===== src/rtl/music_pkg.sv =====
// Shared constants and FSM state type for the piano-roll plotting path.
package music_pkg;

    localparam int SCREEN_W         = 160;
    localparam int SCREEN_H         = 120;
    localparam int NOTES_PER_OCTAVE = 12;

    localparam logic [2:0] BLACK = 3'b000;

    typedef enum logic [1:0] {
        IDLE,
        CLEAR,
        DRAW
    } state_t;

endpackage


===== src/rtl/pixel_sweeper.sv =====
// 2D raster counter: walks x0..x0+w-1 (inner) by y0..y0+h-1 (outer), one pixel per cycle.
module pixel_sweeper (
    input  logic       clk,
    input  logic       reset,
    input  logic       start,
    input  logic [7:0] x0,
    input  logic [6:0] y0,
    input  logic [7:0] w,
    input  logic [6:0] h,
    output logic [7:0] x,
    output logic [6:0] y,
    output logic       active,
    output logic       last
);

    logic [7:0] x_first;
    logic [7:0] x_last;
    logic [6:0] y_last;

    assign last = active && (x == x_last) && (y == y_last);

    // x and y hold the final pixel once the sweep ends so the plot port stays stable.
    always_ff @(posedge clk) begin
        if (reset) begin
            x       <= '0;
            y       <= '0;
            x_first <= '0;
            x_last  <= '0;
            y_last  <= '0;
            active  <= 1'b0;
        end else if (start) begin
            x       <= x0;
            y       <= y0;
            x_first <= x0;
            x_last  <= x0 + w - 8'd1;
            y_last  <= y0 + h - 7'd1;
            active  <= 1'b1;
        end else if (active) begin
            if (last) begin
                active <= 1'b0;
            end else if (x == x_last) begin
                x <= x_first;
                y <= y + 7'd1;
            end else begin
                x <= x + 8'd1;
            end
        end
    end

endmodule


===== src/rtl/note_plot_scheduler.sv =====
// Arbitrates the VGA plot port between note-draw blocks on a scrolling piano-roll and full-screen clears.
module note_plot_scheduler
    import music_pkg::*;
#(
    parameter int BOX_W    = 4,
    parameter int BOX_H    = 2,
    parameter int X_START  = 4,
    parameter int COL_STEP = 6,
    parameter int Y_BASE   = 110
) (
    input  logic       clk,
    input  logic       reset,
    input  logic       draw_req,
    input  logic [3:0] note,
    input  logic [1:0] octave,
    input  logic       clear_req,
    output logic       draw_ack,
    output logic       bad_note,
    output logic       busy,
    output logic       done,
    output logic [7:0] x,
    output logic [6:0] y,
    output logic [2:0] colour,
    output logic       writeEn
);

    state_t     state;
    logic [7:0] cursor;
    logic       slot_full;
    logic [3:0] slot_note;
    logic [1:0] slot_octave;
    logic       clear_pending;

    logic [5:0] idx;
    logic [6:0] draw_y0;
    logic [2:0] draw_colour;
    logic       wrap;

    logic       start_clear;
    logic       start_draw;
    logic       sweep_start;
    logic [7:0] sweep_x0;
    logic [6:0] sweep_y0;
    logic [7:0] sweep_w;
    logic [6:0] sweep_h;
    logic       sweep_last;

    // The slot accepts whenever it is empty; out-of-range notes are acknowledged but dropped.
    assign draw_ack = draw_req && !slot_full && !reset;
    assign bad_note = draw_ack && (note > 4'(NOTES_PER_OCTAVE - 1));
    assign busy     = (state != IDLE);

    assign idx         = 6'(slot_octave) * 6'(NOTES_PER_OCTAVE) + 6'(slot_note);
    assign draw_y0     = 7'(Y_BASE) - {idx, 1'b0};
    assign draw_colour = {1'b0, slot_octave} + 3'd1;
    assign wrap        = ({1'b0, cursor} + 9'(COL_STEP)) > 9'(SCREEN_W - BOX_W);

    assign start_clear = (state == IDLE) && clear_pending;
    assign start_draw  = (state == IDLE) && !clear_pending && slot_full;
    assign sweep_start = start_clear || start_draw;
    assign sweep_x0    = start_clear ? 8'd0 : cursor;
    assign sweep_y0    = start_clear ? 7'd0 : draw_y0;
    assign sweep_w     = start_clear ? 8'(SCREEN_W) : 8'(BOX_W);
    assign sweep_h     = start_clear ? 7'(SCREEN_H) : 7'(BOX_H);

    pixel_sweeper u_sweeper (
        .clk    (clk),
        .reset  (reset),
        .start  (sweep_start),
        .x0     (sweep_x0),
        .y0     (sweep_y0),
        .w      (sweep_w),
        .h      (sweep_h),
        .x      (x),
        .y      (y),
        .active (writeEn),
        .last   (sweep_last)
    );

    // Clears win over queued notes, so a wrap always wipes the roll before the next block lands.
    always_ff @(posedge clk) begin
        if (reset) begin
            state         <= IDLE;
            cursor        <= 8'(X_START);
            slot_full     <= 1'b0;
            slot_note     <= '0;
            slot_octave   <= '0;
            clear_pending <= 1'b0;
            colour        <= BLACK;
            done          <= 1'b0;
        end else begin
            done <= 1'b0;
            if (draw_ack && !bad_note) begin
                slot_full   <= 1'b1;
                slot_note   <= note;
                slot_octave <= octave;
            end
            if (clear_req) begin
                clear_pending <= 1'b1;
            end
            case (state)
                IDLE: begin
                    if (start_clear) begin
                        state         <= CLEAR;
                        colour        <= BLACK;
                        clear_pending <= clear_req;
                    end else if (start_draw) begin
                        state     <= DRAW;
                        slot_full <= 1'b0;
                        colour    <= draw_colour;
                    end
                end
                CLEAR: begin
                    if (sweep_last) begin
                        cursor <= 8'(X_START);
                        done   <= 1'b1;
                        state  <= IDLE;
                    end
                end
                DRAW: begin
                    if (sweep_last) begin
                        done  <= 1'b1;
                        state <= IDLE;
                        if (wrap) begin
                            clear_pending <= 1'b1;
                        end else begin
                            cursor <= cursor + 8'(COL_STEP);
                        end
                    end
                end
                default: state <= IDLE;
            endcase
        end
    end

endmodule

===== config.mk =====
export PLATFORM = sky130hd
export DESIGN_NAME = note_plot_scheduler
export DESIGN_NICKNAME = d
export VERILOG_FILES = /design/src/rtl/music_pkg.sv /design/src/rtl/pixel_sweeper.sv /design/src/rtl/note_plot_scheduler.sv
export SDC_FILE = /design/constraint.sdc
export NUM_CORES = 1
export LEC_CHECK = 0
export CAP_MARGIN = 40
export CORE_AREA = 2 2 89 91
export DETAILED_ROUTE_END_ITERATION = 10
export DIE_AREA = 0 0 91 93
export DONT_BUFFER_PORTS = 1
export PLACE_DENSITY = 0.68
export SLEW_MARGIN = 15
export SYNTH_ARGS = -nofsm -noshare
export SYNTH_HDL_FRONTEND = slang
export SYNTH_SLANG_ARGS = --single-unit

===== constraint.sdc =====
create_clock -name clk -period 5.4 [get_ports clk]
set_input_delay 1.62 -clock clk [delete_from_list [all_inputs] [get_ports clk]]
set_output_delay 1.62 -clock clk [all_outputs]
set_load 0.005 [all_outputs]

==> impl_summary.txt <==
----------------------------------------------------
[Status]
  Status ... complete, no violations

[Synth]
  Share of synthesized registers carrying an async set or reset ... 0%
  Register bit total from synthesis ... 60
  Most area-consuming cells after synthesis ... dfxtp_1, ha_1, xnor2_1
  Share of Yosys cell area claimed by the top area cell type ... approximately 34%
  Distinct cell type count after synthesis ... slightly above 60
  Syn Std Cell Area ... 3540 um2
  Prevailing post-synth register cell ... dfxtp_1
  Cell type contributing the most total cell area after synthesis ... dfxtp_1
  Post-synth EDFFs ... 0
  Syn avg cell area ... between 8 and 9 um2
  Synthesized net count ... 451
  Gate count after technology mapping ... ~420
  Syn. warnings ... 0
  Sequential share of the synthesized area ... between 30% and 40%

[Final layout]
  Count of placed standard cells in the final layout, fillers left out ... 517
  Number of nets in the layout ... 440
  Fraction of final layout cells sized beyond drive strength 1 ... between 9 and 10%
  Most common cell after layout, fill and taps aside ... dfxtp_1
  Finished layout cell area ... between 3000 and 4000 um2
  Most frequent cells in the layout ... dfxtp_1, nor2_1, nand2_1
  Antenna diode count ... 0
  Area delta synth->final ... 6.33%

[Timing]
  Highest achievable clock rate ... between 0.2 and 0.3 GHz
  Min cycle time layout ... around 3800 ps
  Setup repair after global routing missed its margin ... no
  Fin Setup TNS ... 0 ps
  Setup ws final ... 1580 ps
  Transition at the pin with the smallest max-transition slack ... 751 ps
  Max-slew violation total from the final report ... 0
  Worst-case headroom to the max-slew limit ... between 40% and 50%
  Period utilization ... between 70% and 80%
  Hold violation count in the final report ... 0
  Worst setup skew after layout ... slightly below 8 ps
  Setup violations, final ... 0

[Routing]
  1st-iter DRT viols ... 158
  Number of search-and-repair iterations in the first detailed-routing pass ... 4
  Routed Antenna Nets ... 0
  Average wire per standard cell ... approximately 16 um
  Final Routed Wirelength ... 8180 um
  Number of vias per cell after detailed routing ... about 5.8
  Via count of the routed design ... between 2000 and 3000
  Number of DRC violations after detailed routing ... 0

[Worst setup path]
  Cell chain of the critical path ... inv_1 -> nand3_1 -> nor2_1
  Critical path endpoint category ... output pin
  Slowest cell on the critical path ... inv_1
  Slowest stage delay, CP ... around 220 ps
  Worst Path Arrival ... around 2200 ps
  Critical path start-end classification ... in2out
  Required time of the critical path ... 3780 ps
  WP buf/inv ... 1
  Cell class contributing the biggest share of worst-path delay ... simple AND/OR/NAND/NOR gates
  Max FO, Critical Path ... 54
  Startpoint Class ... input port

[Clocking]
  Root buf cell ... clkbuf_8
  Inserted Clock Buffers ... 9
  Post-cts resize count ... 0
  Clock Latency Late Sink ... 350 ps
  Number of H-tree levels ... 3
  Maximum count of clock buffers along a single path ... 2
  Number of hold-repair buffers added at the cts stage ... 0
  Post-CTS Setup Bufs ... 0
  Clock tree from TritonCTS ... done
  Sinks on Clock Net ... 60
  Clock transition at the registers of the reported paths ... 70 ps

[GRT]
  Overflow left after global routing ... 0
  Via count of the first global-routing pass ... roughly 2900
  Met3 GRT Util ... 3.46%
  Total Routing Usage GR ... 20.3%
  Maximum number of pins on one net before global-route repair ... 55
  Global-route wire length before repair ... ~14000 um
  Fraction of met2 tracks used by global routing ... about 34%
  Top Usage Layer GRT ... met2
  Initial antenna violation count ... 0
  Global-route met1 utilization ... between 20 and 30%

[Power]
  Power density over the cells ... about 320 nW/um2
  Leakage power of the design ... around 0.0015 uW
  PnR Total Power ... approximately 1200 uW
  Max VDD drop ... 0.222 mV

[Floorplan]
  Core footprint ... between 7000 and 8000 um2
  Width of the die ... 91 um
  Number of top-level pins ... 33
  Initial Util ... a little under half
  Number of rows created at floorplan ... 32
  Die extent in y ... 93 um
  Die Footprint ... around 8500 um2

[Placement]
  Cell Area, Placed ... 3540 um2
  Count of input and output buffers ... 0
  DPL Wire Length ... between 5000 and 6000 um
  Cells after DPL ... about 500
  Final weighted congestion in routability-driven placement ... roughly 0.77
  Worst Setup Slack post-DPL ... ~1600 ps

[Worst hold path]
  Path type of the worst min-delay path ... reg2reg

[Flow run]
  Max Cap Viol ... 0

----------------------------------------------------
## worst register-to-register path: stages (launching register included)
cell and delay [ps]:
dfxtp_1 430, inv_1 70, ha_1 300, inv_1 70, fa_1 400, xnor2_1 440
inv_1 90, ha_1 220, xor2_1 180, xnor2_1 280, a2111oi_0 120, or4_1 540
o21ai_0 140
## cells by family after synthesis
group           share of synthesized area, %
compound gates                          19.6
xor+xnor                                8.42
fa+ha+maj                               7.50
buf+inv                                 5.76
flops                                   33.9
mux                                     3.93
other cells                            0.106
simple gates                            20.8
## routing by layer
layer	share of wire (%)	vias to the layer above	wire (um)
li1	-	1466	-
met1	45	1425	3650
met2	48	70	3940
met3	5.2	16	425
met4	2.0	0	167
met5	0	-	0
## flip-flops by register name (all words and copies together) (netlist names), 2 cells and up
register,count
u_sweeper.x,8
u_sweeper.x_first,8
u_sweeper.x_last,8
cursor,7
u_sweeper.y,7
u_sweeper.y_last,7
slot_note,4
colour,3
slot_octave,2
state,2
## path summary, 6_finish.rpt
kind | from | endpoint | slack (ps) | cells past startpoint
max | reset | bad_note | 1580 | 3
min | u_sweeper.x_first[3] | u_sweeper.x_first[3] | 460 | 2
max reg2reg | slot_octave[0] | u_sweeper.y_last[6] | 2070 | 12
min reg2reg | u_sweeper.x_first[3] | u_sweeper.x_first[3] | 460 | 2
## layout make-up
| cell class | instances | area [um2] |
|---|---|---|
| clock buffer | 12 | 145 |
| clock inverter | 4 | 72.6 |
| fill | 757 | 3760 |
| inverter | 18 | 67.6 |
| multi-input combinational | 319 | 2130 |
| sequential | 60 | 1200 |
| tap | 102 | 128 |
| timing repair buffer | 2 | 15.0 |
## power breakdown
| part | total [uW] | switching, uW | internal [uW] |
|---|---|---|---|
| clock | 451 | 179 | 272 |
| sequential | 517 | 44.2 | 473 |
| combinational | 245 | 144 | 101 |
| total | 1210 | 367 | 846 |
## per-stage QoR
stage               hold WS [ps]  utilization, %
detailed placement           446            47.1
finish                       456            50.0
floorplan                    433               -
global route                 479            50.0
global placement             433            47.1
CTS                          456            50.0
## Yosys cell counts (8+ instances only)
library cell and instances:
nor2_1 50, xor2_1 9, inv_1 18, dfxtp_1 60
a21oi_1 27, nand3_1 13, o21ai_0 12, clkbuf_1 11
ha_1 18, nand2_1 44, a31oi_1 8, xnor2_1 25
a22oi_1 11
No activity file was read; power rests on OpenSTA's default activity.
